$ cat src/rtl/i2c_burst_ctrl.sv
// Burst command sequencer driving the i2c_master byte handshake.
// Optional stall watchdog: define I2C_CTRL_TIMEOUT_EN (limit set by TIMEOUT_CYC).
module i2c_burst_ctrl #(
  parameter int LEN_W       = 4,
  parameter int TIMEOUT_CYC = 100000
) (
  input  logic             clk,
  input  logic             rst,
  input  logic             cmd_valid,
  output logic             cmd_ready,
  input  logic [6:0]       cmd_addr,
  input  logic             cmd_rw,
  input  logic [LEN_W-1:0] cmd_len,
  input  logic [7:0]       wr_data,
  input  logic             wr_valid,
  output logic             wr_ready,
  output logic [7:0]       rd_data,
  output logic             rd_valid,
  output logic             busy,
  output logic             done,
  output logic             err,
  output logic [6:0]       m_addr,
  output logic             m_rw,
  output logic             m_i2c_en,
  output logic [7:0]       m_tx_data,
  output logic             m_data_valid,
  output logic             m_read_last,
  input  logic             m_data_next,
  input  logic [7:0]       m_rx_data,
  input  logic             m_ready
);

  typedef enum logic [2:0] {IDLE, FETCH, START, XFER, DRAIN, FIN} state_t;

  state_t           state, state_nxt;
  logic [LEN_W-1:0] remaining, remaining_nxt;
  logic             dv_q, dv_nxt, dv_drop;
  logic             err_q, err_nxt;
  logic [7:0]       tx_nxt;
  logic [6:0]       addr_nxt;
  logic             rw_nxt;
  logic             tmo;

  if (TIMEOUT_CYC < 1) begin : g_timeout_chk
    $error("TIMEOUT_CYC must be at least 1");
  end

  assign cmd_ready   = (state == IDLE);
  assign busy        = (state != IDLE);
  assign done        = (state == FIN);
  assign err         = (state == FIN) && err_q;
  assign m_i2c_en    = (state == START);
  assign m_read_last = m_rw && (state == START || state == XFER) && (remaining == LEN_W'(1));
  // The master samples data_valid at the m_data_next pulse itself, so the
  // end-of-burst / underrun drop bypasses the register for that cycle.
  assign m_data_valid = dv_q && !dv_drop;

  always_comb begin
    state_nxt     = state;
    remaining_nxt = remaining;
    dv_nxt        = dv_q;
    dv_drop       = 1'b0;
    err_nxt       = err_q;
    tx_nxt        = m_tx_data;
    addr_nxt      = m_addr;
    rw_nxt        = m_rw;
    wr_ready      = 1'b0;
    case (state)
      IDLE: if (cmd_valid) begin
        addr_nxt      = cmd_addr;
        rw_nxt        = cmd_rw;
        remaining_nxt = cmd_len;
        if (cmd_len == '0) begin
          err_nxt   = 1'b1;
          state_nxt = FIN;
        end else if (cmd_rw) begin
          state_nxt = START;
        end else begin
          state_nxt = FETCH;
        end
      end
      FETCH: begin
        wr_ready = wr_valid;
        if (wr_valid) begin
          tx_nxt    = wr_data;
          dv_nxt    = 1'b1;
          state_nxt = START;
        end
      end
      START: if (!m_ready) state_nxt = XFER;
      XFER: if (m_data_next && remaining != '0) begin
        remaining_nxt = remaining - 1'b1;
        if (m_rw) begin
          if (remaining == LEN_W'(1)) state_nxt = DRAIN;
        end else if (remaining == LEN_W'(1)) begin
          dv_nxt    = 1'b0;
          dv_drop   = 1'b1;
          state_nxt = DRAIN;
        end else if (wr_valid) begin
          wr_ready = 1'b1;
          tx_nxt   = wr_data;
        end else begin
          dv_nxt    = 1'b0;
          dv_drop   = 1'b1;
          err_nxt   = 1'b1;
          state_nxt = DRAIN;
        end
      end
      DRAIN: if (m_ready) state_nxt = FIN;
      FIN: begin
        err_nxt   = 1'b0;
        state_nxt = IDLE;
      end
      default: state_nxt = IDLE;
    endcase
    if (tmo) begin
      wr_ready  = 1'b0;
      tx_nxt    = m_tx_data;
      dv_nxt    = 1'b0;
      err_nxt   = 1'b1;
      state_nxt = FIN;
    end
  end

  always_ff @(posedge clk or posedge rst) begin
    if (rst) begin
      state     <= IDLE;
      remaining <= '0;
      dv_q      <= 1'b0;
      err_q     <= 1'b0;
      m_tx_data <= '0;
      m_addr    <= '0;
      m_rw      <= 1'b0;
      rd_data   <= '0;
      rd_valid  <= 1'b0;
    end else begin
      state     <= state_nxt;
      remaining <= remaining_nxt;
      dv_q      <= dv_nxt;
      err_q     <= err_nxt;
      m_tx_data <= tx_nxt;
      m_addr    <= addr_nxt;
      m_rw      <= rw_nxt;
      rd_valid  <= (state == XFER) && m_rw && m_data_next && (remaining != '0);
      if ((state == XFER) && m_rw && m_data_next) rd_data <= m_rx_data;
    end
  end

`ifdef I2C_CTRL_TIMEOUT_EN
  localparam int unsigned STALL_W = $clog2(TIMEOUT_CYC + 1);
  logic [STALL_W-1:0] stall_cnt;
  logic               active;

  assign active = state inside {FETCH, START, XFER, DRAIN};
  assign tmo    = active && !m_data_next && (stall_cnt >= STALL_W'(TIMEOUT_CYC - 1));

  always_ff @(posedge clk or posedge rst) begin
    if (rst) stall_cnt <= '0;
    else if (!active || m_data_next || state_nxt != state) stall_cnt <= '0;
    else stall_cnt <= stall_cnt + 1'b1;
  end
`else
  assign tmo = 1'b0;
`endif

endmodule

$ cat config.mk
export PLATFORM = sky130hd
export DESIGN_NAME = i2c_burst_ctrl
export DESIGN_NICKNAME = d
export VERILOG_FILES = /design/src/rtl/i2c_burst_ctrl.sv
export SDC_FILE = /design/constraint.sdc
export NUM_CORES = 1
export LEC_CHECK = 0
export BUFFER_PORTS_ARGS = -buffer_cell sky130_fd_sc_hd__buf_2
export CAP_MARGIN = 10
export CORE_MARGIN = 3
export CORE_UTILIZATION = 23
export CTS_CLUSTER_SIZE = 14
export DETAILED_ROUTE_END_ITERATION = 7
export PLACE_DENSITY = 0.44
export SLEW_MARGIN = 40
export SYNTH_ARGS = -nofsm -noshare
export SYNTH_HDL_FRONTEND = slang
export SYNTH_SLANG_ARGS = --single-unit
$ cat constraint.sdc
create_clock -name clk -period 2.5 [get_ports clk]
set_input_delay 0.375 -clock clk [delete_from_list [all_inputs] [get_ports clk]]
set_output_delay 0.375 -clock clk [all_outputs]
set_load 0.02 [all_outputs]
==> Word level (Yosys, flattened, before mapping) <==
Cells that the tools add are included.
{ "word_totals": {"register_bits": 34, "input_bits": 34, "output_inout_bits": 33, "word_cells": 93} }
{ "classes": {"add_sub_neg": 1, "n_eq_ne": 17, "mux": 43, "n_reduce_logical": 23} }
{ "op_table": {"columns": ["cell", "n"], "rows": [
  ["$mux W8", 4],
  ["$mux W3", 10],
  ["$mux W1", 20],
  ["$ne A2 B2 Y1 const B", 8],
  ["$pmux W8 S2", 1],
  ["$pmux W3 S5", 1],
  ["$reduce_and A7 Y1", 2],
  ["$logic_and A1 B1 Y1", 8],
  ["$mux W4", 2],
  ["$pmux W4 S2", 1],
  ["$eq A3 B2 Y1 const B", 2],
  ["$eq A3 B3 Y1 const B", 2],
  ["$ne A3 B3 Y1 const B", 2],
  ["$reduce_bool A3 Y1", 2],
  ["$reduce_and A5 Y1", 1],
  ["$eq A4 B1 Y1 const B", 1],
  ["$logic_not A4 Y1", 1],
  ["$pmux W1 S2", 2],
  ["$reduce_and A4 Y1", 1],
  ["$reduce_bool A2 Y1", 2],
  ["$reduce_bool A4 Y1", 1],
  ["$sub A4 B1 Y4 const B", 1],
  ["$eq A3 B1 Y1 const B", 1],
  ["$logic_not A3 Y1", 1],
  ["7 further kinds", 7]
]} }

==> Logic depth before layout (Yosys ltp) <==
Gate-level depths: netlist of the first run.
{ "depth": {"depth_word": 7, "ltp_mapped": 6, "ltp_nobuf": 6} }

==> Least setup slack after synthesis of the first run <==
No wires, ideal clock.
{ "synth_path": {"kind": "flip-flop to output port", "from": "register remaining[0]", "to": "output wr_ready", "arrival_ns": 1.565, "required_time_ns": 2.125, "setup_slack_ns": 0.560, "path_stages_with_launch": 7, "n_path_buf": 0, "cell_sequence": "dfrtp_1 > inv_1 > ha_1 > or3b_4 > nor4bb_1 > o21ai_4 > inv_1"} }
{ "synth_via": {"elab_chain_len": 5, "elab_cells_between_ends": 7, "cone_classes": "eq/ne (1); mux (4); reduce/logical (2)"} }
{ "synth_rtl": {"columns": ["element", "line", "text"], "rows": [
  ["start: declaration", "36", "logic [LEN_W-1:0] remaining, remaining_nxt;"],
  ["start signal: assignment", "138", "remaining <= remaining_nxt;"],
  ["$eq A4 B1 Y1", "95", "end else if (remaining == LEN_W'(1)) begin"],
  ["$mux W1", "95", null],
  ["$mux W1", "93", "if (m_rw) begin"],
  ["$mux W1 *", "91", "XFER: if (m_data_next && remaining != '0) begin"],
  ["$pmux W1 S2 *", "68", "case (state)"],
  ["end: declaration", "16", "output logic wr_ready,"]
]} }
Every way passes the cells marked *; elsewhere a longest branch is shown, timed or not.

==> Final worst setup path of the first run <==
Ends and elaborated chain as after synthesis.

==> results of run 1 <==
## layer usage
metal / track usage, % / vias to the layer above
met5: 0 / -
met4: 3.06 / 0
met3: 4.09 / 2
met2: 16.2 / 36
met1: 12.7 / 629
li1: - / 666
## layout by cell type, fill, tap and decap left out, types with 2 or more instances in the layout
cell type	count
inv_1	7
o21ai_0	6
mux2_2	21
dfrtp_1	34
nor3b_1	3
nor3_1	5
nor2_1	9
nor2b_1	3
o22ai_1	2
mux2_1	2
a21oi_1	6
buf_4	11
nand2_1	6
clkbuf_8	6
nor4bb_1	2
a211oi_1	2
nand3_1	3
buf_2	66
a31oi_1	3
ha_1	2
and3b_1	2
## through the flow
step | power [mW] | setup WS (ns) | cell area [µm²] | utilization (%) | hold WS, ns
global route | 3.12 | 0.00724 | 2210 | 33.5 | 0.209
detailed placement | 2.46 | 0.372 | 2080 | 31.5 | 0.488
floorplan | 2.00 | 0.560 | 1620 | - | 0.455
CTS | 2.89 | 0.0459 | 2170 | 32.9 | 0.190
global placement | 2.48 | 0.388 | 2080 | 31.5 | 0.483
finish | 2.89 | 0.109 | 2210 | 33.5 | 0.182
## registers in the layout, summed over array words and instances, names as in the netlist
signal,flops
m_tx_data,8
rd_data,8
m_addr,7
remaining,4
state,3
dv_q,1
err_q,1
m_rw,1
rd_valid,1
## cell families (layout without fill, tap and decap cells)
group	after synthesis	after routing	share of synthesized area [%]
buf+inv	15	92	3.94
compound gates	25	25	10.2
mux	24	24	16.6
fa+ha+maj	2	2	1.54
simple gates	42	42	15.3
flops	34	34	52.5
## report_power, final
group	internal, mW	switching (mW)
clock network	0.222	0.188
logic	0.653	0.816
registers	0.822	0.187
total	1.70	1.19
## final cells by class
class,instances,area (µm²)
Inverter,7,26.3
Tap cell,93,116
Clock buffer,7,86.3
Fill cell,713,4390
Clock inverter,1,5.00
Timing Repair Buffer,77,413
Sequential cell,34,851
Multi-Input combinational cell,93,713
## final timing paths
path	slack, ns	endpoint	cells past startpoint	startpoint
hold / removal	0.18	m_tx_data[3]$_DFFE_PP0P_	3	rst
max in group asynchronous	2.01	rd_data[3]$_DFFE_PP0P_	3	rst
hold reg to reg	0.49	dv_q$_DFFE_PP0P_	2	dv_q$_DFFE_PP0P_
setup / recovery	0.11	wr_ready	7	remaining[0]$_DFFE_PP0P_
min in group clk	0.31	m_tx_data[0]$_DFFE_PP0P_	2	wr_data[0]
setup reg to reg	0.41	m_tx_data[0]$_DFFE_PP0P_	7	remaining[0]$_DFFE_PP0P_
## repair_timing
| item | in CTS | in global routing |
|---|---|---|
| endpoints found under the setup margin | 0 | 1 |
| buffers inserted | 0 | 5 |
| hold buffers | 0 | 0 |
## worst max-delay path, stage by stage, from the launching register on
cell,delay (ns)
dfrtp_1,0.43
ha_1,0.21
nor3b_1,0.13
buf_4,0.15
nor4bb_1,0.45
o21ai_4,0.15
inv_1,0.07
buf_2,0.15
==> results.cfg, run 1 <==
[die]
fp-row-count = 29
dieArea_um2 = 8090
fp.coreArea_um2 = 6600
ios = 67
start_util_pct = 24.6
die_w_um = 90.0
die_h_um = 90.0

[grt]
grt_pass1_vias = 1358
overflow = 0
grt_max_degree = 35
grt_pass1_wl_um = 6760
grt_usage_pct = 10.2
antenna_found_initial = 0

[timing]
rsz0062_at_grt = false
setup_tns_ns = 0
finalHoldViolations = 0
finalSetupViolCount = 0
worst_pin_slew_ns = 0.615
period_share_pct = 95.6
fmaxAchievable_mhz = 418
min_period_ns = 2.39
skew_ns = 0.00300
relSlewSlack_pct = 58.8
slew_viol_final = 0

[cells_and_area]
area_delta_synth_final_pct = 36.3
antennaDiodeCount = 0
final_cells = 312
drive_gt1_share_pct = 49.3
nets = 254

[route]
routed.top_layer = met4
drc_errors = 0
wl_um = 3930
drt_first_iter_violations = 57
vias = 1333
avgRoutedWirePerCell_um = 12.6
wl_met2_um = 1880
dr_wl_met3_um = 246
ant_nets = 0
viasPerCell = 4.27
first_pass_iters = 4
met1Wirelength_um = 1770

[cts]
cts_tree = yes
cts_resized = 0
clock_latency_ns = 0.27
clockBufferDepth = 2
cts_root_buf = clkbuf_8
cts-htree-levels = 2
cts_buffers = 5
cts.sinks = 34
cts.reportedPaths.clkPinSlew_ns = 0.07

[logic_synthesis]
synth_top_area_share_pct = 52.5
netlist_top_cells_area = dfrtp_1 52%, mux2_2 15%, nor2_1 2.1%
postSynthCellCount = 142
async_flop_share_pct = 100
synth.most_common_cell = dfrtp_1
synth_common_cells = 34 x dfrtp_1, 21 x mux2_2, 9 x nor2_1, 7 x inv_1
yosysUniqueCellTypes = 35
synth-main-ff-cell = dfrtp_1
syn_nets = 178
synth_seq_cells = 34
yosys.area.top_type = dfrtp_1
syn_area_um2 = 1620
synth_edf_count = 0
syn_area_per_cell_um2 = 11.4
yosysSeqAreaShare_pct = 52.5
ys_warn_count = 0

[run_status]
status = finished clean

[critical_path]
path_class = reg -> out
cp.required_ns = 2.12
start_kind = register
end_kind = output pin
crit_arrival_ns = 2.02
cp_max_fo = 6

[power_and_ir_drop]
p_leak_nw = 1.06
p_per_area_nw_per_um2 = 1310
ir_worst_vdd_mv = 0.395

[place]
hpwl_um = 2960
gp_congestion = 0.736
port_buffers = 66
dpl.cell_count = 299

[run]
cap_violations = 0

[worst_hold_path]
worst_hold_path_type = in -> async
Note: power is estimated with default switching activity, not from simulation.
==> inputs of run 2 (changes only) <==
REMOVE_ABC_BUFFERS = 1   (was not set)
==> run 2 against run 1 <==
Net effect:
- clock power decreased by 3%
- largest power group unchanged
- flip-flop and latch count unchanged
- largest cell class unchanged
- power grew 0.29%
- sequential share of layout area about the same
==> results.cfg, run 2 (same netlist as run 1, synthesis figures left out) <==
[cts]
cts_tree = yes
cts.reportedPaths.clkPinSlew_ns = 0.07
cts.sinks = 34
cts_root_buf = clkbuf_8
cts_buffers = 5
clockBufferDepth = 2
cts-htree-levels = 2
clock_latency_ns = 0.28

[power_and_ir_drop]
p_per_area_nw_per_um2 = 1310
p_leak_nw = 1.06
ir_worst_vdd_mv = 0.475

[timing]
setup_tns_ns = 0
rsz0062_at_grt = false
skew_ns = 0.00647
fmaxAchievable_mhz = 426
slew_viol_final = 0
period_share_pct = 94.0
finalHoldViolations = 0
relSlewSlack_pct = 58.5
worst_pin_slew_ns = 0.619
whs_ns = 0.186
min_period_ns = 2.35
finalSetupViolCount = 0

[route]
viasPerCell = 4.34
wl_um = 4100
vias = 1345
drt_first_iter_violations = 74
drc_errors = 0
ant_nets = 0
avgRoutedWirePerCell_um = 13.2
first_pass_iters = 4

[die]
fp.coreArea_um2 = 6600
die_h_um = 90.0
ios = 67
die_w_um = 90.0
fp-row-count = 29
dieArea_um2 = 8090
start_util_pct = 24.6

[place]
hpwl_um = 3030
gp_congestion = 0.755
port_buffers = 66

[cells_and_area]
regArea_um2 = 851
nets = 254
area_delta_synth_final_pct = 36.2
antennaDiodeCount = 0
multi_input_area_um2 = 719
final_common_cell = buf_2
drive_gt1_share_pct = 49.8
reg_top3 = m_tx_data: 8 flops, rd_data: 8 flops, m_addr: 7 flops
final_cell_mix = 66 x buf_2, 34 x dfrtp_1, 21 x mux2_2, 11 x buf_4, 9 x nor2_1
fillers = 724

[grt]
antenna_found_initial = 0
grt_max_degree = 35
grt_pass1_wl_um = 7130
overflow = 0
grt_pass1_vias = 1455
grt_usage_pct = 10.9

[critical_path]
crit_start = remaining[0]$_DFFE_PP0P_
r2r_start = remaining[0]$_DFFE_PP0P_
end_kind = output pin
path_class = reg -> out
start_kind = register
crit_arrival_ns = 1.97
cp_max_fo = 5
cp.required_ns = 2.12

[run_status]
status = finished clean

[worst_hold_path]
worst_hold_path_type = in -> async

[run]
cap_violations = 0
-- run 2: changes by cell type in the layout (fill, tap and decap cells not counted) --
cell	change
clkinv_2	-1
nor4bb_2	+1
clkbuf_1	-1
nor4bb_1	-1
-- run 2: layout make-up --
class                           count  area share (%)
Tap cell                           93            5.27
Timing Repair Buffer               77            18.7
Multi-Input combinational cell     93            32.6
Clock buffer                        6            3.74
Inverter                            7            1.19
Sequential cell                    34            38.5
-- run 2: what timing repair did --
action / in CTS / in global routing
resized for setup: 0 / 1
setup buffers: 0 / 4
endpoints found under the hold margin: 0 / 0
hold buffers: 0 / 0
setup endpoints to repair: 0 / 1
-- run 2: final timing paths --
kind	to	slack (ns)	cells after the start
worst max-delay path	wr_ready	0.15	7
worst min-delay path	rd_data[0]$_DFFE_PP0P_	0.19	3
worst max register to register	m_tx_data[2]$_DFFE_PP0P_	0.39	7
worst min register to register	m_tx_data[0]$_DFFE_PP0P_	0.49	1
max in group asynchronous	remaining[2]$_DFFE_PP0P_	2.01	3
min in group clk	m_tx_data[7]$_DFFE_PP0P_	0.31	2
-- run 2: metal layers --
| metal | GRT usage [%] | vias to the layer above | share of wire (%) |
|---|---|---|---|
| met5 | 0 | - | 0 |
| met4 | 3.83 | 0 | 1.4 |
| met3 | 4.51 | 8 | 8.5 |
| met2 | 16.4 | 44 | 44 |
| met1 | 14.0 | 634 | 47 |
| li1 | - | 659 | - |
-- run 2: metrics by stage --
stage	instance area, µm²	worst slack [ns]	total power, mW	utilization (%)	cells
finish	2210	0.150	2.90	33.4	310
CTS	2170	0.0716	2.89	32.9	306
global placement	2090	0.395	2.48	31.6	300
global route	2210	0.0492	3.13	33.4	310
detailed placement	2090	0.389	2.48	31.6	300
floorplan	1580	0.0922	1.96	-	134
-- run 2: report_power, final --
| part | leakage [nW] | switching, mW | internal (mW) |
|---|---|---|---|
| registers | 0.403 | 0.153 | 0.822 |
| logic | 0.609 | 0.867 | 0.655 |
| clock network | 0.0431 | 0.186 | 0.212 |
| total | 1.06 | 1.21 | 1.69 |
-- run 2: worst max-delay path: stages (launching register included) --
cell	delay (ns)
dfrtp_1	0.43
inv_1	0.08
ha_1	0.17
or3b_4	0.40
nor4bb_2	0.20
o21ai_4	0.21
inv_1	0.05
buf_2	0.15
